**src/rtl/asi_pkg.sv**
```systemverilog
// Shared types for the AXI slave write responder: burst encodings, response codes,
// FSM states and the packed AW buffer entry.
package asi_pkg;

    localparam int ASI_IW     = 8;
    localparam int ASI_AW     = 32;
    localparam int ASI_LW     = 8;
    localparam int ASI_SW     = 3;
    localparam int ASI_BURSTW = 2;

    typedef enum logic [1:0] {
        BURST_FIXED = 2'b00,
        BURST_INCR  = 2'b01,
        BURST_WRAP  = 2'b10
    } burst_t;

    localparam logic [1:0] RESP_OKAY   = 2'b00;
    localparam logic [1:0] RESP_SLVERR = 2'b10;

    typedef enum logic [1:0] {
        ST_IDLE,
        ST_DATA,
        ST_RESP
    } state_t;

    typedef struct packed {
        logic [ASI_IW-1:0]     id;
        logic [ASI_AW-1:0]     addr;
        logic [ASI_LW-1:0]     len;
        logic [ASI_SW-1:0]     size;
        logic [ASI_BURSTW-1:0] burst;
    } aw_entry_t;

endpackage

```
**src/rtl/asi_fifo.sv**
```systemverilog
// Generic synchronous FIFO with a combinational head read.
// Latency: pushed data is visible at dout the cycle after the push; full blocks writes.
module asi_fifo #(
    parameter int W = 8,
    parameter int D = 4
) (
    input  logic         clk,
    input  logic         rst_n,
    input  logic         push,
    input  logic [W-1:0] din,
    input  logic         pop,
    output logic [W-1:0] dout,
    output logic         full,
    output logic         empty
);

    localparam int PW = $clog2(D);

    logic [W-1:0] mem_q [D];
    logic [PW:0]  wr_q, wr_d, rd_q, rd_d;

    assign empty = (wr_q == rd_q);
    assign full  = (wr_q[PW] != rd_q[PW]) && (wr_q[PW-1:0] == rd_q[PW-1:0]);
    assign dout  = mem_q[rd_q[PW-1:0]];

    always_comb begin
        wr_d = wr_q;
        rd_d = rd_q;
        if (push && !full) wr_d = wr_q + (PW+1)'(1);
        if (pop && !empty) rd_d = rd_q + (PW+1)'(1);
    end

    always_ff @(posedge clk) begin
        if (push && !full) mem_q[wr_q[PW-1:0]] <= din;
    end

    always_ff @(posedge clk or negedge rst_n) begin
        if (!rst_n) begin
            wr_q <= '0;
            rd_q <= '0;
        end else begin
            wr_q <= wr_d;
            rd_q <= rd_d;
        end
    end

endmodule

```
**src/rtl/asi_w.sv**
```systemverilog
// AXI4 write-path slave: buffers AW, walks FIXED/INCR/WRAP beat addresses onto a user port, one B per burst.
// Latency: AW to first WREADY 2 cycles; BVALID the cycle after the last beat. WREADY follows usr_wready.
// WRAP support is compiled only with ASI_WRAP_EN; otherwise WRAP bursts are consumed and answered SLVERR.
module asi_w import asi_pkg::*; #(
    parameter int AXI_DW     = 128,
    parameter int AXI_AW     = ASI_AW,
    parameter int AXI_IW     = ASI_IW,
    parameter int AXI_LW     = ASI_LW,
    parameter int AXI_SW     = ASI_SW,
    parameter int AXI_BURSTW = ASI_BURSTW,
    parameter int AXI_BRESPW = 2,
    parameter int ASI_AD     = 4,
    parameter int AXI_WSTRBW = AXI_DW/8
) (
    input  logic                  ACLK,
    input  logic                  ARESETn,
    input  logic [AXI_IW-1:0]     AWID,
    input  logic [AXI_AW-1:0]     AWADDR,
    input  logic [AXI_LW-1:0]     AWLEN,
    input  logic [AXI_SW-1:0]     AWSIZE,
    input  logic [AXI_BURSTW-1:0] AWBURST,
    input  logic                  AWVALID,
    output logic                  AWREADY,
    input  logic [AXI_DW-1:0]     WDATA,
    input  logic [AXI_WSTRBW-1:0] WSTRB,
    input  logic                  WLAST,
    input  logic                  WVALID,
    output logic                  WREADY,
    output logic [AXI_IW-1:0]     BID,
    output logic [AXI_BRESPW-1:0] BRESP,
    output logic                  BVALID,
    input  logic                  BREADY,
    output logic                  usr_we,
    output logic [AXI_AW-1:0]     usr_waddr,
    output logic [AXI_DW-1:0]     usr_wdata,
    output logic [AXI_WSTRBW-1:0] usr_wstrb,
    input  logic                  usr_wready
);

    localparam logic [ASI_SW-1:0] MAX_SIZE = ASI_SW'($clog2(AXI_WSTRBW));

    state_t              state_q, state_d;
    logic [AXI_IW-1:0]   id_q, id_d;
    logic [AXI_AW-1:0]   addr_q, addr_d, step_q, step_d, nxt_addr;
    logic [AXI_LW-1:0]   len_q, len_d, beat_q, beat_d;
    logic [1:0]          burst_q, burst_d;
    logic                err_q, err_d, cfg_err_q, cfg_err_d, init_q, init_d;
`ifdef ASI_WRAP_EN
    logic [AXI_AW-1:0]   mask_q, mask_d, h_mask;
`endif

    aw_entry_t           push_ent, head;
    logic                fifo_full, fifo_empty, pop, w_hs, last_beat;
    logic [AXI_AW-1:0]   h_addr, h_step, h_aligned;
    logic [AXI_LW-1:0]   h_len;
    logic                h_wrap_bad, h_cfg_err;

    assign push_ent = '{id: ASI_IW'(AWID), addr: ASI_AW'(AWADDR), len: ASI_LW'(AWLEN),
                        size: ASI_SW'(AWSIZE), burst: ASI_BURSTW'(AWBURST)};

    asi_fifo #(.W($bits(aw_entry_t)), .D(ASI_AD)) u_aw_fifo (
        .clk   (ACLK),
        .rst_n (ARESETn),
        .push  (AWVALID & AWREADY),
        .din   (push_ent),
        .pop   (pop),
        .dout  (head),
        .full  (fifo_full),
        .empty (fifo_empty)
    );

    // Decode of the buffer head, latched when the burst starts
    assign h_addr    = AXI_AW'(head.addr);
    assign h_len     = AXI_LW'(head.len);
    assign h_step    = AXI_AW'(1) << head.size;
    assign h_aligned = h_addr & ~(h_step - AXI_AW'(1));
`ifdef ASI_WRAP_EN
    assign h_wrap_bad = (head.burst == BURST_WRAP) &&
                        !(h_len == AXI_LW'(1) || h_len == AXI_LW'(3) ||
                          h_len == AXI_LW'(7) || h_len == AXI_LW'(15));
    assign h_mask     = ((AXI_AW'(h_len) + AXI_AW'(1)) << head.size) - AXI_AW'(1);
`else
    assign h_wrap_bad = (head.burst == BURST_WRAP);
`endif
    assign h_cfg_err = (head.size > MAX_SIZE) || (head.burst == 2'b11) || h_wrap_bad;

    always_comb begin
        nxt_addr = addr_q;
        case (burst_q)
            BURST_INCR: nxt_addr = addr_q + step_q;
`ifdef ASI_WRAP_EN
            // Wrap boundary is T-aligned, so wrapping is just keeping the in-window offset
            BURST_WRAP: nxt_addr = (addr_q & ~mask_q) | ((addr_q + step_q) & mask_q);
`endif
            default:    nxt_addr = addr_q;
        endcase
    end

    assign last_beat = (beat_q == len_q);
    assign w_hs      = (state_q == ST_DATA) && WVALID && usr_wready;

    always_comb begin
        state_d   = state_q;
        id_d      = id_q;
        addr_d    = addr_q;
        step_d    = step_q;
        len_d     = len_q;
        beat_d    = beat_q;
        burst_d   = burst_q;
        err_d     = err_q;
        cfg_err_d = cfg_err_q;
        init_d    = 1'b1;
        pop       = 1'b0;
`ifdef ASI_WRAP_EN
        mask_d    = mask_q;
`endif
        case (state_q)
            ST_IDLE: begin
                if (!fifo_empty) begin
                    pop       = 1'b1;
                    id_d      = AXI_IW'(head.id);
                    addr_d    = h_aligned;
                    step_d    = h_step;
                    len_d     = h_len;
                    burst_d   = head.burst;
                    beat_d    = '0;
                    err_d     = h_cfg_err;
                    cfg_err_d = h_cfg_err;
`ifdef ASI_WRAP_EN
                    mask_d    = h_mask;
`endif
                    state_d   = ST_DATA;
                end
            end
            ST_DATA: begin
                if (w_hs) begin
                    if (WLAST != last_beat) err_d = 1'b1;
                    if (last_beat) begin
                        state_d = ST_RESP;
                    end else begin
                        beat_d = beat_q + AXI_LW'(1);
                        addr_d = nxt_addr;
                    end
                end
            end
            ST_RESP: begin
                if (BREADY) state_d = ST_IDLE;
            end
            default: state_d = ST_IDLE;
        endcase
    end

    always_ff @(posedge ACLK or negedge ARESETn) begin
        if (!ARESETn) begin
            state_q   <= ST_IDLE;
            id_q      <= '0;
            addr_q    <= '0;
            step_q    <= '0;
            len_q     <= '0;
            beat_q    <= '0;
            burst_q   <= '0;
            err_q     <= 1'b0;
            cfg_err_q <= 1'b0;
            init_q    <= 1'b0;
`ifdef ASI_WRAP_EN
            mask_q    <= '0;
`endif
        end else begin
            state_q   <= state_d;
            id_q      <= id_d;
            addr_q    <= addr_d;
            step_q    <= step_d;
            len_q     <= len_d;
            beat_q    <= beat_d;
            burst_q   <= burst_d;
            err_q     <= err_d;
            cfg_err_q <= cfg_err_d;
            init_q    <= init_d;
`ifdef ASI_WRAP_EN
            mask_q    <= mask_d;
`endif
        end
    end

    assign AWREADY   = init_q && !fifo_full;
    assign WREADY    = (state_q == ST_DATA) && usr_wready;
    assign BVALID    = (state_q == ST_RESP);
    assign BID       = id_q;
    assign BRESP     = (BVALID && err_q) ? AXI_BRESPW'(RESP_SLVERR) : AXI_BRESPW'(RESP_OKAY);
    assign usr_we    = w_hs && !cfg_err_q;
    assign usr_waddr = addr_q;
    assign usr_wdata = WDATA;
    assign usr_wstrb = WSTRB;

endmodule

```
**config.mk**
```make
export PLATFORM = sky130hd
export DESIGN_NAME = asi_w
export DESIGN_NICKNAME = d
export VERILOG_FILES = /design/src/rtl/asi_pkg.sv /design/src/rtl/asi_fifo.sv /design/src/rtl/asi_w.sv
export SDC_FILE = /design/constraint.sdc
export NUM_CORES = 1
export LEC_CHECK = 0
export ABC_AREA = 1
export BUFFER_PORTS_ARGS = -buffer_cell sky130_fd_sc_hd__buf_2
export CAP_MARGIN = 25
export CORE_ASPECT_RATIO = 1.4
export CORE_UTILIZATION = 55
export CTS_BUF_LIST = sky130_fd_sc_hd__clkbuf_2
export DETAILED_ROUTE_END_ITERATION = 8
export PLACE_DENSITY = 0.92
export SYNTH_ARGS = -nofsm -noshare
export SYNTH_HDL_FRONTEND = slang
export SYNTH_SLANG_ARGS = --single-unit
```
**constraint.sdc**
```tcl
create_clock -name ACLK -period 4.1 [get_ports ACLK]
set_input_delay 0.205 -clock ACLK [delete_from_list [all_inputs] [get_ports ACLK]]
set_output_delay 0.205 -clock ACLK [all_outputs]
set_load 0.1 [all_outputs]
```
==> After elaboration in Yosys (flattened, before gate mapping) <==
Memory sizes are Yosys's and may differ from the RTL's.
Cells that the tools add are included.
{ "word_totals": {"reg_bits": 101, "mem_bits_rw": 212, "inputBits": 204, "out_inout_bits": 190, "word_cells": 85, "mem_count": 1} }
{ "op_classes": {"addsub": 5, "magnitude_cmp": 1, "n_eq_ne": 17, "shift": 1, "mux": 23, "bitwise_logic": 4, "n_reduce_logical": 21} }
{ "memory_table": {"columns": ["name", "words", "word_bits", "read_ports", "rd_clocked_by_memory_dff", "write_ports", "line_no", "source"], "rows": [
  ["u_aw_fifo.mem_q", 4, 53, 1, 0, 1, "asi_fifo.sv:19", "logic [W-1:0] mem_q [D];"]
]} }
{ "op_table": {"columns": ["op", "count"], "rows": [
  ["32-bit two-way mux", 4],
  ["32-bit one-hot mux with 2 select lines", 1],
  ["32-bit adder", 1],
  ["32-bit AND", 1],
  ["32-bit inverter", 1],
  ["1-bit by 3-bit left shift with 32-bit output (first input constant)", 1],
  ["32-bit by 1-bit subtractor with 32-bit output (second input constant)", 1],
  ["8-bit two-way mux", 3],
  ["8-bit one-hot mux with 2 select lines", 1],
  ["4-bit AND reduction", 3],
  ["2-bit two-way mux", 5],
  ["1-bit logical AND", 9],
  ["8-bit by 1-bit adder with 8-bit output (second input constant)", 1],
  ["8-bit == test", 1],
  ["2-bit inequality test (second input constant)", 4],
  ["1-bit two-way mux", 7],
  ["3-bit by 1-bit adder with 3-bit output (second input constant)", 2],
  ["2-bit == test (second input constant)", 3],
  ["2-bit by 1-bit inequality test with 1-bit output (second input constant)", 3],
  ["2-bit one-hot mux with 3 select lines", 1],
  ["5-bit AND reduction", 1],
  ["2-bit by 1-bit == test with 1-bit output (second input constant)", 2],
  ["3-bit == test", 1],
  ["3-bit greater-than comparator (second input constant)", 1],
  ["other kinds (10)", 14]
]} }

==> Longest topological paths before layout <==
Gate-level depths: netlist (run 1).
{ "depth": {"ltp_word": 8, "mapped_depth": 17, "ltp_nobuf": 15} }

==> Modules after synthesis <==
From an unflattened synthesis (run 1), not the netlist that was laid out.
{ "hier_totals": {"hier_cells": 1430, "area_unflattened_um2": 14081.0} }
{ "by_module_without_submodules": {"columns": ["mod", "n_inst", "cells_per_inst", "area_per_inst_um2", "seq_area_each_um2"], "rows": [
  ["asi_fifo", 1, 573, 8301.7, 6516.2],
  ["asi_w", 1, 857, 5779.3, 1776.7]
]} }

==> Worst setup path before layout (run 1) <==
Ideal clock, no wire load.
{ "synth_timing": {"kind": "register to register", "from": "register u_aw_fifo.rd_q[1]", "to": "memory u_aw_fifo.mem_q[0][0] (netlist bit), enable pin", "setup_ns": 0.464, "t_arrival_ns": 3.727, "required_time_ns": 3.636, "path_slack_ns": -0.091, "path_stages_with_launch": 10, "path_buffers": 1, "synth_period_minus_slack_ns": 4.191, "cell_sequence": "dfrtp_1 buf_4 nand2_1 nand2_1 and2_1 nand3_1 nand2_1 inv_2 nand2_2 nor2_1"} }
{ "synth_between": {"elab_chain_len": 8} }
{ "synth_lines": {"columns": ["element", "line_no", "source"], "rows": [
  ["from (decl)", "asi_fifo.sv:20", "logic [PW:0] wr_q, wr_d, rd_q, rd_d;"],
  ["from (signal assigned)", "asi_fifo.sv:43", "rd_q <= rd_d;"],
  ["2-bit == test", "asi_fifo.sv:23", "assign full = (wr_q[PW] != rd_q[PW]) && (wr_q[PW-1:0] == rd_q[PW-1:0]);"],
  ["1-bit logical AND", "asi_fifo.sv:23", null],
  ["1-bit logical NOT", "asi_w.sv:185", "assign AWREADY = init_q && !fifo_full;"],
  ["1-bit logical AND", "asi_w.sv:185", null],
  ["via AWREADY", "asi_w.sv:23", "output logic AWREADY,"],
  ["1-bit AND", "asi_w.sv:64", ".push (AWVALID & AWREADY),"],
  ["1-bit logical AND", "asi_fifo.sv:34", "if (push && !full) mem_q[wr_q[PW-1:0]] <= din;"],
  ["1-bit two-way mux", "asi_fifo.sv:34", null],
  ["1-bit two-way mux (not written as such)", "asi_fifo.sv:34", null],
  ["to (decl)", "asi_fifo.sv:19", null]
]} }
The timed path passes the listed nets, and every way through them passes these cells.

==> Final worst setup path (run 1) <==
{ "layout_timing": {"from": "register u_aw_fifo.rd_q[0]", "to": "register err_q"} }
{ "layout_between": {"elab_chain_len": 6, "word_cells_on_any_way": 11, "classes_between": "order compare: 1; eq/ne: 4; mux: 2; reduce/logical: 3; memory: 1"} }
{ "layout_lines": {"columns": ["element", "line_no", "source"], "rows": [
  ["memory read 4 x 53 bit", null, null],
  ["3-bit greater-than comparator or 2-bit == test (tied branches)", "asi_w.sv:85", "assign h_cfg_err = (head.size > MAX_SIZE) || (head.burst == 2'b11) || h_wrap_bad;"],
  ["1-bit logical OR (2 in a row)", "asi_w.sv:85", null],
  ["1-bit two-way mux", "asi_w.sv:119", "if (!fifo_empty) begin"],
  ["1-bit one-hot mux with 2 select lines", "asi_w.sv:117", "case (state_q)"],
  ["to (signal assigned)", "asi_w.sv:176", "err_q <= err_d;"],
  ["to (decl)", "asi_w.sv:47", "logic err_q, err_d, cfg_err_q, cfg_err_d, init_q, init_d;"]
]} }
Parallel ways exist; a longest one is shown, timed or not. The select of a mux whose other input is x is not followed.
A chain may end at the register's enable or synchronous reset.

==> impl_metrics.tcl, run 1 <==
set metrics [dict create \
    synthXorXnorAreaFrac 0.00988 \
    route.detailed.drc 0 \
    fill_cells 1924 \
    numPortBuffers 104 \
    synth_area_leaders "edfxtp_1, dfrtp_1, nand2_1" \
    hold_end "u_aw_fifo.mem_q[1][29]$_DFFE_PP_" \
    hold-path-cell-count 2 \
    clk_pin_slew_ps 130 \
    placed_cell_area_mm2 0.0138 \
    synth_edf_count 212 \
    finalPower_mw 11.8 \
    muxShareOfSynthArea 0 \
    yosys.area.top_type "edfxtp_1" \
    fmax_mhz 270 \
    cts.sinks 289 \
    setup_viol_count_final 0 \
    worst_slack_ps 393 \
    reg2regPathDepth 10 \
    clockBufferDepth 3 \
    top_layer "met5" \
    critPathKind "flop to flop" \
    rsz0062_at_grt "no" \
    viasPerCell 5.95 \
    initial_core_util 0.559 \
    period_share 0.904 \
    fin_cells 1841 \
    synthDistinctLibCells 47 \
    cts-buffers-inserted 60 \
    finalSetupTns_ps 0 \
    postSynthAreaPerCell_um2 9.94 \
    arrival_ps 4510 \
    design_area_mm2 0.0151 \
    reg2reg_from "u_aw_fifo.rd_q[0]$_DFFE_PN0P_" \
    dp.cells 1662 \
    wl_met2_um 21800 \
    dp_slack_ps 1190 \
    powerDensity_mw_per_mm2 780 \
    area_delta_synth_final_pct 6.42 \
    yosysWarnings 0 \
    fp.dieW_um 138 \
    finalWeightedCongestion 0.973 \
    final_util 0.594 \
    min_from "AWADDR[16]" \
    htreeDepth 2 \
    track_usage 0.358 \
    totalWireLength_um 47400 \
    fp.coreArea_mm2 0.0254 \
    io_pins 394 \
    layout-drive-gt1-share 0.174 \
    wl_per_cell_um 25.8 \
    hp-class "input port to flop" \
    worst_pin_slew_ps 818 \
    skew_ps 127 \
    grt_pass1_vias 10500 \
    synth_simple_gate_area_share 0.176 \
    async_flop_share 0.266 \
    antenna_found_initial 1 \
    drv_slew 0 \
    ant_nets 0 \
    slew-limit-headroom 0.455 \
    drt-initial-drc-count 1563 \
    post_cts_resized 0 \
    ys.flop_type "edfxtp_1" \
    dr.pass1.iters 9 \
    syn_inst 1427 \
    r2r_end "err_q$_DFFE_PN0P_" \
    timing.hold.ws_ps 35.5 \
    clkLatencyLatePin_ps 960 \
    final_nets 1696 \
    dp_hpwl_um 33500 \
    multi_input_area_mm2 0.00421 \
    cts_tree "yes" \
    cp_max_fo 47 \
    via_count 10900 \
    die-height_um 192 \
    grt_pass1_wl_um 67100 \
    cp.required_ps 4900 \
    maxCapViolCount 0 \
    row_count 69 \
    rrSetupSlack_ps 390 \
    wl_met1_um 12600 \
    seq_area_frac_synth 0.585 \
    cp-end-kind "flop" \
    cp-start-kind "flop" \
    wl_met3_um 10400 \
    grt_overflow 0 \
    layout_min_cycle_time_ps 3710 \
    synth_top_area_frac 0.449 \
    grt_max_degree 62 \
    yosys.area_share.adder 0.0155 \
    seq_area_mm2 0.00829 \
    synth-seq-cells 289 \
    synth-compound-area-share 0.0931 \
    dieArea_mm2 0.0264 \
    cts_root_buf "clkbuf_2" \
    mappedNetlistArea_mm2 0.0142 \
    vdd_ir_drop_max_mv 0.569 \
    finalHoldViolations 0 \
    outcome "complete, no violations" \
    leakagePower_nw 6.17 \
    syn-num-nets 1648 \
    synth_top_family_by_area "simple AND/OR/NAND/NOR gates" \
]
==> worst max-delay path: stages (launching register included) <==
cell and delay [ps]:
dfrtp_2 740, inv_2 380, buf_4 400, o21ai_0 220, o22ai_1 150, a21oi_1 330
nand2_1 90, nand3_1 100, dlygate4sd3_1 550, nand2_1 50, dlygate4sd3_1 550
==> cells in the mapped netlist (6+ instances only) <==
cell and number:
o21ai_2 10, nand2_1 307, dfrtp_1 77, inv_1 71
ha_1 16, inv_2 6, nor2_2 9, edfxtp_1 212
nand3b_1 7, nor3_1 9, xor2_1 11, a21oi_1 37
nand2_2 7, o21ai_0 114, buf_2 23, a31oi_1 14
o22ai_1 25, buf_6 7, buf_4 152, nand4_1 10
nand3_1 47, clkbuf_1 17, o21ai_1 10, nor2_1 184
==> placed cells by master (no fill, tap or decap), types with 14 or more instances in the layout <==
cell type      count
dlygate4sd3_1     69
nand3_1           47
clkbuf_2          82
dfrtp_1           76
a31oi_1           14
nor2_1           181
inv_1             70
edfxtp_1         212
o22ai_1           25
nand2_1          307
a21oi_1           37
o21ai_0          114
buf_2            103
clkinv_1          15
ha_1              16
==> cell type report <==
class	count	share of cell area
flip-flops and latches	289	0.550
multi-input cells	861	0.279
repair buffers	186	0.0877
clock buffers	82	0.0272
well taps	319	0.0265
inverters	77	0.0192
clock inverters	25	0.0104
diodes	2	0.000332
==> registers in the layout (all words and copies together), names as in the netlist, 3 cells and up <==
| name | flops |
|---|---|
| BID | 8 |
| beat_q | 8 |
| len_q | 8 |
| u_aw_fifo.mem_q | 212 |
| u_aw_fifo.rd_q | 3 |
| u_aw_fifo.wr_q | 3 |
| usr_waddr | 32 |
| step_q | 8 |
==> worst max path at each step <==
stage,start,endpoint,slack (ps),cells after the start
6_report,u_aw_fifo.rd_q[0]$_DFFE_PN0P_,err_q$_DFFE_PN0P_,390,10
5_1_grt,u_aw_fifo.rd_q[0]$_DFFE_PN0P_,err_q$_DFFE_PN0P_,290,10
3_3_place_gp,u_aw_fifo.rd_q[0]$_DFFE_PN0P_,usr_waddr[6]$_DFFE_PN0P_,1340,15
2_1_floorplan,u_aw_fifo.rd_q[1]$_DFFE_PN0P_,u_aw_fifo.mem_q[0][0]$_DFFE_PP_,-90,9
3_5_place_dp,u_aw_fifo.rd_q[0]$_DFFE_PN0P_,usr_waddr[18]$_DFFE_PN0P_,1190,15
4_1_cts,u_aw_fifo.rd_q[0]$_DFFE_PN0P_,err_q$_DFFE_PN0P_,540,10
==> metal layers <==
metal / vias to the layer above / GRT usage
met4: 4 / 0.162
met3: 229 / 0.282
met2: 910 / 0.556
met1: 5012 / 0.337
li1: 4790 / -
met5: - / 0.0694
==> logic make-up (layout without fill, tap and decap cells) <==
kind of cell,after synthesis,after routing
AO/OA/AOI/OAI,229,229
other,2,4
flip-flops,289,289
adder cells (fa/ha/maj),17,17
XOR/XNOR,16,16
buffers and inverters,277,370
AND/OR/NAND/NOR,597,597
==> repair_timing <==
| item | 4_1_cts | 5_1_grt |
|---|---|---|
| buffers inserted | 0 | 0 |
| hold buffers | 68 | 2 |
| hold endpoints to repair | 294 | 4 |
==> power by group <==
group	total, mW	leakage [nW]	internal, mW	switching (mW)
combinational	5.70	2.88	1.34	4.36
clock	1.81	0.424	0.675	1.14
sequential	4.26	2.87	3.73	0.530
total	11.8	6.17	5.75	6.03
Power figures use the tool's default switching activity.
==> run 2, diff against run 1 <==
HOLD_SLACK_MARGIN = 0.12   (was default)
==> run 2 against run 1 <==
Combinational power rose by 2%. Global-route usage grew 0.94 points. Register-to-register slack about the same. Setup slack worse by 1.6 ps. Non-clock buffer count increased by 49. Wire length rose by 3.2%. Fmax about the same. Sequential share of layout area is 1.7 points lower. Critical path type unchanged. Largest power group unchanged. First-iteration DRC count is 9.1% lower.
==> impl_metrics.tcl, run 2 (synthesis results as in run 1) <==
set metrics [dict create \
    io_pins 394 \
    area_delta_synth_final_pct 9.87 \
    crit_family "buffers and inverters" \
    clockPowerShare 0.154 \
    grt_max_degree 62 \
    cp-end-kind "flop" \
    finalSetupTns_ps 0 \
    final_cell_mix "nand2_1, edfxtp_1, nor2_1" \
    antenna_found_initial 2 \
    worst_slack_ps 391 \
    numPortBuffers 104 \
    seq_area_mm2 0.00829 \
    leakagePower_nw 6.38 \
    p_sw_mw 6.11 \
    largest_reg_flops 212 \
    p_comb_frac 0.487 \
    path_buf_inv 4 \
    setup_viol_count_final 0 \
    clockBufferDepth 3 \
    outcome "complete, no violations" \
    final_nets 1745 \
    via_count 11300 \
    dr.pass1.iters 8 \
    layout_min_cycle_time_ps 3710 \
    r2r_end "err_q$_DFFE_PN0P_" \
    dp_hpwl_um 33500 \
    die-height_um 192 \
    htreeDepth 2 \
    finalHoldViolations 0 \
    route.detailed.drc 0 \
    dp_slack_ps 1190 \
    vdd_ir_drop_max_mv 0.628 \
    initial_core_util 0.559 \
    finalWeightedCongestion 0.973 \
    slew-limit-headroom 0.445 \
    clk_pin_slew_ps 150 \
    endpoint "err_q$_DFFE_PN0P_" \
    skew_ps 125 \
    totalWireLength_um 49000 \
    hp-class "input port to flop" \
    slowest_delay_ps 620 \
    cp_max_fo 47 \
    internal_power_mw 5.78 \
    cp_num_cells 10 \
    seq_power_share 0.359 \
    track_usage 0.368 \
    reg2reg_from "u_aw_fifo.rd_q[0]$_DFFE_PN0P_" \
    fill_cells 1845 \
    cts-buffers-inserted 60 \
    dieArea_mm2 0.0264 \
    final_util 0.614 \
    drt-initial-drc-count 1420 \
    grt_pass1_wl_um 69200 \
    cts.sinks 289 \
    multi_input_area_mm2 0.00421 \
    viasPerCell 5.98 \
    cts_root_buf "clkbuf_2" \
    wl_per_cell_um 25.9 \
    fmax_mhz 270 \
    timing.hold.ws_ps 316 \
    grt_overflow 0 \
    worst_pin_slew_ps 833 \
    cp.required_ps 4970 \
    clkLatencyLatePin_ps 950 \
    cp-start-kind "flop" \
    rrSetupSlack_ps 390 \
    layout_commonest_cell "nand2_1" \
    post-cts-setup-buffers 0 \
    cts_tree "yes" \
    crit_path_start "u_aw_fifo.rd_q[0]$_DFFE_PN0P_" \
    maxCapViolCount 0 \
    grt_pass1_vias 11000 \
    fp.coreArea_mm2 0.0254 \
    worstPathCellList "inv_2 > buf_4 > o21ai_0 > o22ai_1 > a21oi_1 > nand2_1 > nand3_1 > dlygate4sd3_1 > nand2_1 > dlygate4sd3_1" \
    period_share 0.905 \
    arrival_ps 4580 \
    ant_nets 0 \
    critPathKind "flop to flop" \
    reg2regPathDepth 10 \
    drv_slew 0 \
    powerDensity_mw_per_mm2 763 \
    row_count 69 \
    fp.dieW_um 138 \
    crit_slowest_cell "dfrtp_2" \
    finalPower_mw 11.9 \
    swShare 0.514 \
    rsz0062_at_grt "no" \
    layout-drive-gt1-share 0.169 \
]
## run 2: changes by cell type in the layout (fill, tap and decap cells not counted), sizes merged
cell         before  now
dlygate4sd3      69  118
## run 2: how the worst min path moves through the flow
stage | from | to | cells after the start | slack (ps)
after global routing | AWVALID | u_aw_fifo.wr_q[1]$_DFFE_PN0P_ | 4 | 300
after CTS | AWVALID | u_aw_fifo.wr_q[1]$_DFFE_PN0P_ | 5 | 250
after floorplan | ARESETn | BID[0]$_DFFE_PN0P_ | 0 | -90
final | AWVALID | u_aw_fifo.wr_q[1]$_DFFE_PN0P_ | 4 | 320
after detailed placement | ARESETn | BID[0]$_DFFE_PN0P_ | 1 | 230
after global placement | ARESETn | BID[1]$_DFFE_PN0P_ | 1 | 220
## run 2: timing repair
action                                 CTS  global route
gates resized for setup                  0             0
endpoints found under the hold margin  334             0
hold buffers                           119             0
## run 2: tightest hold or removal path, cell delays in order
cell	delay (ps)
dlygate4sd3_1	550
buf_2	130
nand2_2	240
a21oi_1	120
## run 2: final cells by class
cell class,instances,share of cell area
clock buffer,82,0.0263
sequential,289,0.532
antenna,2,0.000321
clock inverter,25,0.0100
timing repair buffer,235,0.116
multi-input combinational,861,0.270
inverter,77,0.0186
tap,319,0.0256
## run 2: routing by layer
metal,GRT usage,vias up,part of all wire
met3,0.304,228,0.22
met5,0,-,0
met2,0.577,943,0.46
li1,-,4883,-
met4,0.171,0,0.051
met1,0.335,5242,0.26
## run 2: through the flow
step / cell area [um^2] / instances
finish: 15600 / 1890
global route: 15600 / 1890
CTS: 15600 / 1888
detailed placement: 13800 / 1662
global placement: 13800 / 1662
floorplan: 14200 / 1427
## run 2: power by group through the flow
stage / registers, mW / clock network, mW / logic (mW)
2_1_floorplan: 5.36 / 0 / 3.81
6_report: 4.27 / 1.83 / 5.80
3_5_place_dp: 4.27 / 0 / 5.43
3_3_place_gp: 4.25 / 0 / 5.22
4_1_cts: 4.21 / 1.78 / 5.57
5_1_grt: 4.29 / 1.95 / 6.20
